`src/rtl/ni_packetizer_if.sv`:
```
// ni_packetizer_if: descriptor, payload and flit handshakes between agent, packetizer and router
interface ni_packetizer_if #(
   parameter int DATA_WIDTH = 64,
   parameter int TYPE_WIDTH = 2,
   parameter int DEST_WIDTH = 2,
   parameter int LEN_WIDTH = 4
);
   logic [DEST_WIDTH-1:0] msg_dest;
   logic [LEN_WIDTH-1:0] msg_len;
   logic msg_valid;
   logic msg_ready;
   logic [DATA_WIDTH-TYPE_WIDTH-1:0] pld_data;
   logic pld_valid;
   logic pld_ready;
   logic [DATA_WIDTH-1:0] flit_data;
   logic flit_valid;
   logic flit_ready;
   modport slave (
      input msg_dest, msg_len, msg_valid, pld_data, pld_valid, flit_ready,
      output msg_ready, pld_ready, flit_data, flit_valid
   );
   modport master (
      output msg_dest, msg_len, msg_valid, pld_data, pld_valid, flit_ready,
      input msg_ready, pld_ready, flit_data, flit_valid
   );
endinterface

```
`src/rtl/ni_packetizer.sv`:
```
// ni_packetizer: turns descriptors plus payload words into head/body/tail wormhole flits
module ni_packetizer #(
   parameter int N = 4,
   parameter int INDEX = 0,
   parameter int DATA_WIDTH = 64,
   parameter int TYPE_WIDTH = 2,
   parameter int FlitPerPacket = 16,
   parameter int DEST_WIDTH = $clog2(N),
   parameter int LEN_WIDTH = $clog2(FlitPerPacket)
) (
   input  logic clk,
   input  logic rst,
   ni_packetizer_if.slave m,
   output logic [15:0] pkt_count,
   output logic len_err
);
   localparam logic [TYPE_WIDTH-1:0] HEAD = TYPE_WIDTH'(1);
   localparam logic [TYPE_WIDTH-1:0] BODY = TYPE_WIDTH'(2);
   localparam logic [TYPE_WIDTH-1:0] TAIL = TYPE_WIDTH'(3);
   localparam int PAD = DATA_WIDTH - TYPE_WIDTH - 2 * DEST_WIDTH - LEN_WIDTH;
   localparam logic [DEST_WIDTH-1:0] SRC = DEST_WIDTH'(INDEX);
   typedef enum logic {IDLE, PAYLOAD} state_t;
   state_t state, state_n;
   logic [LEN_WIDTH-1:0] remaining, remaining_n, len_eff;
   logic [DATA_WIDTH-1:0] flit_n;
   logic load, take, is_tail, zero_len;
   assign load = !m.flit_valid || m.flit_ready;
   assign zero_len = m.msg_len == '0;
   assign len_eff = zero_len ? LEN_WIDTH'(1) : m.msg_len;
   assign is_tail = remaining == LEN_WIDTH'(1);
   always_comb begin
      state_n = state;
      remaining_n = remaining;
      take = 1'b0;
      flit_n = '0;
      m.msg_ready = 1'b0;
      m.pld_ready = 1'b0;
      if (state == IDLE) begin
         m.msg_ready = load;
         if (m.msg_valid && load) begin
            take = 1'b1;
            flit_n = {HEAD, m.msg_dest, SRC, len_eff, {PAD{1'b0}}};
            remaining_n = len_eff;
            state_n = PAYLOAD;
         end
      end else begin
         m.pld_ready = load;
         if (m.pld_valid && load) begin
            take = 1'b1;
            flit_n = {is_tail ? TAIL : BODY, m.pld_data};
            remaining_n = remaining - LEN_WIDTH'(1);
            state_n = is_tail ? IDLE : PAYLOAD;
         end
      end
   end
   always_ff @(posedge clk or negedge rst) begin
      if (!rst) begin
         state <= IDLE;
         remaining <= '0;
         m.flit_valid <= 1'b0;
         m.flit_data <= '0;
         pkt_count <= '0;
         len_err <= 1'b0;
      end else begin
         state <= state_n;
         remaining <= remaining_n;
         if (load) m.flit_valid <= take;
         if (take) m.flit_data <= flit_n;
         if (m.flit_valid && m.flit_ready && m.flit_data[DATA_WIDTH-1 -: TYPE_WIDTH] == TAIL)
            pkt_count <= pkt_count + 16'd1;
         if (state == IDLE && m.msg_valid && load && zero_len) len_err <= 1'b1;
      end
   end
endmodule

```
`src/flat_wrapper.sv`:
```
// flat-port wrapper written by rule: the top's interface ports become plain ports
module ni_packetizer_flat 
#(
   parameter int N = 4,
   parameter int INDEX = 0,
   parameter int DATA_WIDTH = 64,
   parameter int TYPE_WIDTH = 2,
   parameter int FlitPerPacket = 16,
   parameter int DEST_WIDTH = $clog2(N),
   parameter int LEN_WIDTH = $clog2(FlitPerPacket)
)
  (clk, rst, pkt_count, len_err, m_msg_dest, m_msg_len, m_msg_valid, m_pld_data, m_pld_valid, m_flit_ready, m_msg_ready, m_pld_ready, m_flit_data, m_flit_valid);
  ni_packetizer_if #(.DATA_WIDTH(DATA_WIDTH), .TYPE_WIDTH(TYPE_WIDTH), .DEST_WIDTH(DEST_WIDTH), .LEN_WIDTH(LEN_WIDTH)) m_i ();
  input  logic clk;
  input  logic rst;
  output logic [15:0] pkt_count;
  output logic len_err;
  input wire logic [$bits(m_i.msg_dest)-1:0] m_msg_dest;
  input wire logic [$bits(m_i.msg_len)-1:0] m_msg_len;
  input wire logic [$bits(m_i.msg_valid)-1:0] m_msg_valid;
  input wire logic [$bits(m_i.pld_data)-1:0] m_pld_data;
  input wire logic [$bits(m_i.pld_valid)-1:0] m_pld_valid;
  input wire logic [$bits(m_i.flit_ready)-1:0] m_flit_ready;
  output wire logic [$bits(m_i.msg_ready)-1:0] m_msg_ready;
  output wire logic [$bits(m_i.pld_ready)-1:0] m_pld_ready;
  output wire logic [$bits(m_i.flit_data)-1:0] m_flit_data;
  output wire logic [$bits(m_i.flit_valid)-1:0] m_flit_valid;
  assign m_i.msg_dest = m_msg_dest;
  assign m_i.msg_len = m_msg_len;
  assign m_i.msg_valid = m_msg_valid;
  assign m_i.pld_data = m_pld_data;
  assign m_i.pld_valid = m_pld_valid;
  assign m_i.flit_ready = m_flit_ready;
  assign m_msg_ready = m_i.msg_ready;
  assign m_pld_ready = m_i.pld_ready;
  assign m_flit_data = m_i.flit_data;
  assign m_flit_valid = m_i.flit_valid;
  ni_packetizer #(.N(N), .INDEX(INDEX), .DATA_WIDTH(DATA_WIDTH), .TYPE_WIDTH(TYPE_WIDTH), .FlitPerPacket(FlitPerPacket), .DEST_WIDTH(DEST_WIDTH), .LEN_WIDTH(LEN_WIDTH)) u_core (.clk(clk), .rst(rst), .m(m_i), .pkt_count(pkt_count), .len_err(len_err));
endmodule
```
`config.mk`:
```
export PLATFORM = sky130hd
export DESIGN_NAME = ni_packetizer_flat
export DESIGN_NICKNAME = d
export VERILOG_FILES = /design/src/rtl/ni_packetizer_if.sv /design/src/rtl/ni_packetizer.sv /design/src/flat_wrapper.sv
export SDC_FILE = /design/constraint.sdc
export NUM_CORES = 1
export LEC_CHECK = 0
export CORE_MARGIN = 2
export CORE_UTILIZATION = 45
export DETAILED_ROUTE_END_ITERATION = 12
export GPL_TIMING_DRIVEN = 1
export PLACE_DENSITY_LB_ADDON = 0.3
export SLEW_MARGIN = 10
export SYNTH_ARGS = -nofsm -noshare
export SYNTH_HDL_FRONTEND = slang
export SYNTH_SLANG_ARGS = --single-unit
```
`constraint.sdc`:
```
create_clock -name clk -period 4.1 [get_ports clk]
set_input_delay 0.615 -clock clk [delete_from_list [all_inputs] [get_ports clk]]
set_output_delay 0.615 -clock clk [all_outputs]
set_load 0.1 [all_outputs]
```
* Word level (Yosys, flattened, before mapping)
Cells that the tools add are included.
** Cells by class
- Muxes and demuxes :: 16
- Bitwise gates (word level) :: 1
- Eq/ne operators :: 3
- Add/sub/neg operators :: 2
- Reduce and logical (&&, ||, !) cells :: 12
** Operator list (number)
- 64-bit 2-to-1 mux :: 2
- 63-bit 2-to-1 mux :: 1
- 16-bit by 1-bit adder with 16-bit output (second input constant) :: 1
- 4-bit 2-to-1 mux :: 4
- 1-bit 2-to-1 mux :: 9
- 1-bit logical AND :: 7
- 4-bit by 1-bit == test with 1-bit output (second input constant) :: 1
- 4-bit logical NOT :: 1
- 4-bit by 1-bit subtractor with 4-bit output (second input constant) :: 1
- 2-bit == test (second input constant) :: 1
- 2-bit inequality test (second input constant) :: 1
- 2-bit AND reduction :: 1
- 2-bit nonzero test :: 1
- 1-bit logical NOT :: 1
- 1-bit logical OR :: 1
- 1-bit NOT :: 1
** Storage, ports and cells
- Bits of input ports :: 73
- Register bits :: 87

* Depth between registers and ports, before layout
Gate-level depths: netlist of the first run.
- Depth after elaboration :: 5
- Mapped depth :: 7

* Worst setup path before layout of the first run
Ideal clock, no wire load.
- Path type :: register -> output
- Start point :: register u_core.m.flit_valid
- End point :: output port m_msg_ready
- Buffers on the path :: 0
- Cell stages (with the launch flop) :: 3
- Setup slack :: 1.171 ns
- Arrival :: 2.314 ns
- Path through :: dfrtp_1 -> nor2b_1 -> nor2_1
** Between the ends
- Longest elaborated chain between the ends :: 3
** RTL lines
- start, declared :: line ni_packetizer_if.sv:20 : output msg_ready, pld_ready, flit_data, flit_valid
- start signal, assigned :: line ni_packetizer.sv:67 : if (load) m.flit_valid <= take;
- 1-bit logical NOT :: line ni_packetizer.sv:27 : assign load = !m.flit_valid || m.flit_ready;
- 1-bit logical OR :: line ni_packetizer.sv:27
- 1-bit 2-to-1 mux :: line ni_packetizer.sv:38 : if (state == IDLE) begin
- end, declared :: line flat_wrapper.sv:24 : output wire logic [$bits(m_i.msg_ready)-1:0] m_msg_ready;
Every way passes these cells.

* Worst setup path in the final report of the first run
- Start point :: register u_core.pkt_count[4]
- End point :: output port pkt_count[4]
** RTL lines
- start, declared :: line ni_packetizer.sv:14 : output logic [15:0] pkt_count,
- start signal, assigned :: line ni_packetizer.sv:70 : pkt_count <= pkt_count + 16'd1;
- end, declared :: line flat_wrapper.sv:16 : output logic [15:0] pkt_count;
No word-level cell between the ends.

==> results.cfg, run 1 <==
[run_status]
run_status = complete, no violations

[die]
die_h_um = 92.1
core.rowCount = 32
dieWidth_um = 92.1
core-area_um2 = 7610
pin_count = 157
initial_utilization_pct = 46.0
dieArea_um2 = 8490

[logic_synthesis]
synth_flop_cell = dfrtp_1
post-synth-top-area-cell = dfrtp_1
synthesis.nets = 343
ys_warn_count = 0
synth_edf_count = 0
synth_top_area_share_pct = 62.3
async_flop_share_pct = 100
syn-instance-count = 267
syn_area_per_cell_um2 = 13.1
synth_area_um2 = 3500
seq_area_frac_synth_pct = 62.3
yosys_register_bits = 87
synth_area_leaders = dfrtp_1 (62%), a22o_1 (14%), xnor2_1 (3.0%)
synth.distinct_cells = 37

[worst_setup_path]
setup.worst_path.start_class = flop
crit_type = flop to output port
cp-end-kind = output port
cp_top_family = buffers and inverters
critPathSlowestCell = clkdlybuf4s50_1
slowest_delay_ns = 1.18
required_ns = 3.48
cp_num_cells = 1
crit_buf_inv = 1
reg2regPathDepth = 3
path_cells = clkdlybuf4s50_1
crit_arrival_ns = 2.00
path_max_fanout = 6

[global_routing]
grt_max_degree = 88
grtUsageTotal_pct = 19.8
antenna_found_initial = 0
grt-ovfl-total = 0
first_global_vias = 2710
grt_pass1_wl_um = 13300

[timing]
period_minus_slack_ns = 2.61
hold_violations = 0
grt_setup_unrepaired = no
whs_ns = 0.437
finClkSkew_ns = 0.0151
slew-limit-headroom_pct = 28.5
setup_slack_ns = 1.49
final-setup-viol-count = 0
fmax_mhz = 383
worst_slew_pin_slew_ns = 1.07
finalCritPeriodShare_pct = 63.7
slew_viol_final = 0
fin_setup_tns_ns = 0

[route]
drcViolationCount = 0
drt-initial-drc-count = 134
drt_pass1_iterations = 4
ant_nets = 0
wl_um = 8300
vias = 2728
routed_via_density = 5.19
routedWlPerCell_um = 15.8

[cells_and_area]
antenna_cells = 0
multi_input_area_um2 = 1180
area_delta_synth_final_pct = 50.8
fillers = 535
drive_gt1_share_pct = 7.31
regArea_um2 = 2180
final_cell_area_um2 = 5270
nets = 495

[clocking]
cts_hold_buf = 0
cts_resized = 0
clkTransAtPathRegs_ns = 0.09
numCtsBuffers = 9
h-tree-depth = 3
clock-sinks = 87
cts_tree = built
clk_path_buf_depth = 2
cts_root_buf = clkbuf_8
insertion_delay_ns = 0.34
post_cts_buffers = 0

[placement]
dpl_worst_slack_ns = 1.38
portBuffers = 156
hpwl_um = 5750
dpl_cell_area_um2 = 5070
gp_congestion = 0.753

[flow_run]
maxCapViolCount = 0

[hold_path]
hold_class = input pin to asynchronous set/reset pin
[cell type report]
cell class	count	area share, %
sequential	87	41.3
timing repair buffer	158	30.0
clock inverter	6	1.31
tap	102	2.42
clock buffer	10	2.42
inverter	3	0.214
multi-input combinational	160	22.3
[cell families (layout without fill, tap and decap cells)]
group,after synthesis,in the layout,share of synthesized area [%]
mux,1,1,0.286
compound gates,78,78,18.5
fa+ha+maj,3,3,1.07
flops,87,87,62.3
xor+xnor,15,15,3.76
simple gates,63,63,9.77
buf+inv,20,177,4.29
[Yosys cell counts, types with 2 or more instances]
library cell and instances:
buf_2 3, o22ai_1 2, xor2_1 3, xnor2_1 12
o21ai_1 3, clkbuf_1 3, buf_6 8, dfrtp_1 87
and3_1 3, nand2_1 26, nor2_1 5, inv_1 3
nand4_1 7, nand3_1 2, ha_1 3, o21ai_0 3
nor3_1 2, buf_4 3, a22o_1 56, o211ai_1 2
and4_1 5, and2_1 6, nand3_2 2, a22oi_2 3
a21oi_1 3
[metrics by stage]
stage	util, %	cells
2_1_floorplan	-	267
3_3_place_gp	66.7	510
3_5_place_dp	66.7	510
4_1_cts	69.3	526
5_1_grt	69.3	526
6_report	69.3	526
[flip-flops by register name, summed over array words and instances (netlist names)]
name,count
u_core.remaining,4
u_core.m.flit_data,64
u_core.len_err,1
u_core.m.flit_valid,1
u_core.pkt_count,16
u_core.state,1
[worst paths after layout]
kind	startpoint	to	slack, ns
min reg2reg	u_core.pkt_count[15]	u_core.pkt_count[15]	0.48
max reg2reg	u_core.state	u_core.m.flit_data[17]	1.99
max	u_core.pkt_count[4]	pkt_count[4]	1.49
min in group clk	u_core.pkt_count[15]	u_core.pkt_count[15]	0.48
min	rst	u_core.pkt_count[10]	0.44
max in group asynchronous	rst	u_core.m.flit_data[35]	2.94
[placed cells by master (no fill, tap or decap), types with 2 or more instances in the layout]
master	instances
nand3_1	2
inv_1	3
a22oi_2	3
and4_1	5
and2_1	6
o211ai_1	2
dfrtp_1	87
xnor2_1	12
nand2_1	26
xor2_1	3
a22o_1	56
nand4_1	7
a21oi_1	3
clkdlybuf4s50_1	153
o21ai_1	3
o22ai_1	2
buf_4	4
and3_1	2
inv_6	2
nor2_1	5
nand3_2	2
nor3_1	2
o21ai_0	3
ha_1	3
clkbuf_8	9
[routing by layer]
layer	vias up	global-route usage, %	part of all wire [%]
li1	1282	-	-
met1	1333	26.7	46
met2	107	30.9	47
met3	6	4.52	6.1
met4	0	8.33	0.75
met5	-	0	0
Power of run 1 is left out: the tool's default activity adds up to more than one toggle a clock period on the data nets, which glitch-free logic cannot reach.
==> run 2: changes to the inputs <==
CORE_UTILIZATION = 42   (was 45)
clock period = 2.7 ns   (was 4.1 ns; I/O delays follow)
==> run 2 against run 1 <==
Wire length decreased by 0.60%. Core utilization decreased by 6.3 points. Cell count increased by 0.76%. Clock skew decreased by 0.0047 ns. Register-to-register slack got worse by 1.1 ns. Highest routed layer unchanged.
==> results.cfg, run 2 (synthesized netlist as in run 1, its figures left out) <==
[placement]
dpl_cell_area_um2 = 4920
gp_congestion = 0.766
portBuffers = 156
hpwl_um = 5940

[cells_and_area]
area_delta_synth_final_pct = 46.7
regMostFlops = u_core.m.flit_data
final_cell_area_um2 = 5130
fin_util_pct = 63.0
drive_gt1_share_pct = 27.3
layout_common_cells = dfrtp_1 (87), buf_4 (84), clkdlybuf4s50_1 (71)
reg_top3 = u_core.m.flit_data (64), u_core.pkt_count (16), u_core.remaining (4)
antenna_cells = 0
nets = 496
layout_commonest_cell = dfrtp_1
largest_register_ffs = 64

[worst_setup_path]
critPathSlowestCell = clkdlybuf4s50_1
cp-end-kind = output port
crit_buf_inv = 2
reg2regPathDepth = 3
crit_type = input pin to output port
cp_top_family = buffers and inverters
crit_arrival_ns = 1.52
setup.worst_path.start_class = input pin
regToRegEndpoint = u_core.m.flit_data[0]
slowest_delay_ns = 0.52
startpoint = m_flit_ready
worstReg2RegStart = u_core.state
path_cells = clkdlybuf4s50_1, nand2b_4, and2_1, buf_12
path_max_fanout = 11
required_ns = 2.30
reg2reg_setup_slack_ns = 0.88

[timing]
period_minus_slack_ns = 1.92
slew_viol_final = 0
hold_violations = 0
fin_setup_tns_ns = 0
fmax_mhz = 520
whs_ns = 0.0114
finClkSkew_ns = 0.0104
grt_setup_unrepaired = no
slew-limit-headroom_pct = 65.8
final-setup-viol-count = 0
worst_slew_pin_slew_ns = 0.513
finalCritPeriodShare_pct = 71.2

[global_routing]
grt-ovfl-total = 0
first_global_vias = 2545
grtUsageTotal_pct = 18.4
grt_max_degree = 62
antenna_found_initial = 0
grt_pass1_wl_um = 12800

[clocking]
clock-sinks = 87
cts_root_buf = clkbuf_8
h-tree-depth = 3
numCtsBuffers = 9
post_cts_buffers = 0
cts_tree = built
cts_hold_buf = 0
insertion_delay_ns = 0.34
cts_resized = 0
clk_path_buf_depth = 2
clkTransAtPathRegs_ns = 0.09

[die]
dieWidth_um = 95.2
core.rowCount = 33
core-area_um2 = 8130
pin_count = 157
dieArea_um2 = 9070
initial_utilization_pct = 43.0
die_h_um = 95.2

[route]
wl_um = 8250
drt_pass1_iterations = 4
routed_via_density = 5.24
vias = 2777
ant_nets = 0
drt-initial-drc-count = 52
routedWlPerCell_um = 15.6
drcViolationCount = 0

[run_status]
run_status = complete, no violations

[hold_path]
hold_class = input pin to asynchronous set/reset pin

[flow_run]
maxCapViolCount = 0
## run 2: how the worst max path moves through the flow
stage / endpoint / cells after the start / slack, ns
2_1_floorplan: m_pld_ready / 3 / 0.42
3_3_place_gp: u_core.m.flit_data[10] / 5 / 0.55
3_5_place_dp: u_core.m.flit_data[49] / 5 / 0.50
4_1_cts: m_pld_ready / 4 / 0.77
5_1_grt: m_pld_ready / 4 / 0.72
6_report: m_pld_ready / 4 / 0.78
## run 2: area by class of cell
cell class              instances  area [um2]
clock buffers                  10         138
clock inverters                 6        68.8
fillers                       665        3010
inverters                       3        11.3
multi-input cells             160        1180
flip-flops and latches         87        2180
well taps                     105         131
repair buffers                159        1420
## run 2: metal layers
layer | vias to the layer above | track usage [%] | part of all wire, %
li1 | 1283 | - | -
met1 | 1363 | 26.4 | 46
met2 | 121 | 26.5 | 44
met3 | 10 | 4.82 | 7.9
met4 | 0 | 7.25 | 1.6
met5 | - | 0 | 0
## run 2: stage by stage
stage               worst slack (ns)  cells
CTS                            0.769    530
floorplan                      0.424    267
global route                   0.725    530
finish                         0.777    530
global placement               0.551    514
detailed placement             0.497    514
Power of run 2 is left out for the same reason.
==> run 3: changes to the inputs <==
CORE_UTILIZATION = 38   (was 42)
clock period = 1.54 ns   (was 2.7 ns; I/O delays follow)
==> run 3 against run 2 <==
First-iteration DRC count grew 63%. Sequential cell count is the same. Critical path depth shrank 1. Setup slack lost 0.76 ns. Critical path type is now flop to output port.
==> results.cfg, run 3 (synthesized netlist as in run 1, its figures left out) <==
[timing]
slew_viol_final = 0
finalCritPeriodShare_pct = 98.8
worst_slew_pin_slew_ns = 0.491
grt_setup_unrepaired = yes
finClkSkew_ns = 0.0121
slew-limit-headroom_pct = 67.2
hold_violations = 0
whs_ns = 0.357
period_minus_slack_ns = 1.52
fmax_mhz = 657
final-setup-viol-count = 0

[cells_and_area]
drive_gt1_share_pct = 34.2
nets = 510
regMostFlops = u_core.m.flit_data
fin_util_pct = 72.1
largest_register_ffs = 64
layout_common_cells = buf_12 (89), clkdlybuf4s50_1 (70), dfrtp_1 (70)
antenna_cells = 0
area_delta_synth_final_pct = 81.6
final_cells = 547
layout_commonest_cell = buf_12
reg_top3 = u_core.m.flit_data (64), u_core.pkt_count (16), u_core.remaining (4)

[global_routing]
antenna_found_initial = 0
grt_pass1_wl_um = 15800
grt_max_degree = 88
grtUsageTotal_pct = 20.0
first_global_vias = 3141
grt-ovfl-total = 0

[die]
dieArea_um2 = 9980
core.rowCount = 34
die_h_um = 99.9
pin_count = 157
initial_utilization_pct = 39.7
dieWidth_um = 99.9
core-area_um2 = 8810

[route]
routed_via_density = 5.18
drt_pass1_iterations = 4
drt-initial-drc-count = 85
ant_nets = 0
wl_um = 9690
vias = 2834
routedWlPerCell_um = 17.7
drcViolationCount = 0

[placement]
placed_cells = 528
gp_congestion = 0.798
hpwl_um = 7250
portBuffers = 156

[clocking]
clk_path_buf_depth = 2
h-tree-depth = 3
numCtsBuffers = 9
clock-sinks = 87
insertion_delay_ns = 0.35
clkTransAtPathRegs_ns = 0.09
cts_root_buf = clkbuf_8
cts_tree = built

[worst_setup_path]
required_ns = 1.31
setup.worst_path.start_class = flop
cp-end-kind = output port
crit_arrival_ns = 1.29
crit_type = flop to output port
path_max_fanout = 4

[run_status]
run_status = complete, no violations

[hold_path]
hold_class = input pin to flop

[flow_run]
maxCapViolCount = 0
==> run 3: cell count changes in the layout (fill, tap and decap cells not counted), moves of 2 or more <==
cell and change:
buf_4 -72, and4_1 -2, clkinvlp_4 +2, buf_12 +85, dfrtp_4 +12, clkinv_4 -2, dfrtp_2 +5, dfrtp_1 -17
and4_4 +2
==> run 3: cell type report <==
class / instances / area, um2
Sequential cell: 87 / 2230
Multi-Input combinational cell: 160 / 1200
Clock inverter: 6 / 45.0
Inverter: 3 / 11.3
Clock buffer: 10 / 128
Fill cell: 609 / 2460
Timing Repair Buffer: 173 / 2590
Tap cell: 108 / 135
==> run 3: layer usage <==
metal,wire length (um),global-route usage (%),vias up,share of wire (%)
met4,153,6.64,0,1.6
met5,0,0,-,0
met3,845,6.96,13,8.7
met1,3810,23.7,1401,39
met2,4880,34.3,112,50
li1,-,-,1308,-
==> run 3: path summary, 6_finish.rpt <==
path / from / to / slack [ns] / cells past startpoint
setup reg to reg: u_core.m.flit_valid / u_core.pkt_count[6] / 0.10 / 5
min in group asynchronous: rst / u_core.pkt_count[10] / 0.43 / 3
hold reg to reg: u_core.pkt_count[13] / u_core.pkt_count[13] / 0.53 / 1
hold / removal: m_flit_ready / u_core.pkt_count[0] / 0.36 / 3
setup / recovery: u_core.m.flit_valid / m_msg_ready / 0.02 / 3
max in group asynchronous: rst / u_core.m.flit_data[62] / 0.66 / 3
==> run 3: metrics by stage <==
| step | setup TNS [ns] | instance area (um2) | setup slack, ns |
|---|---|---|---|
| global placement | -5.16 | 6140 | -0.152 |
| CTS | -0.0111 | 6330 | -0.0111 |
| global route | -0.0130 | 6350 | -0.0130 |
| detailed placement | -7.01 | 6140 | -0.194 |
| floorplan | -0.0460 | 3570 | -0.0209 |
| finish | 0 | 6350 | 0.0187 |
==> run 3: timing repair <==
item / CTS / global route
setup buffers: 3 / 0
endpoints found under the hold margin: 87 / 0
setup endpoints to repair: 2 / 3
gates resized for setup: 1 / 5
hold buffers: 1 / 0
pin swaps: 1 / 0
==> run 3: critical path, cell delays in order, from the launching register on <==
cell     delay (ns)
dfrtp_4        0.51
nor2b_4        0.15
nor2_4         0.10
buf_12         0.18
Power of run 3 is left out for the same reason.
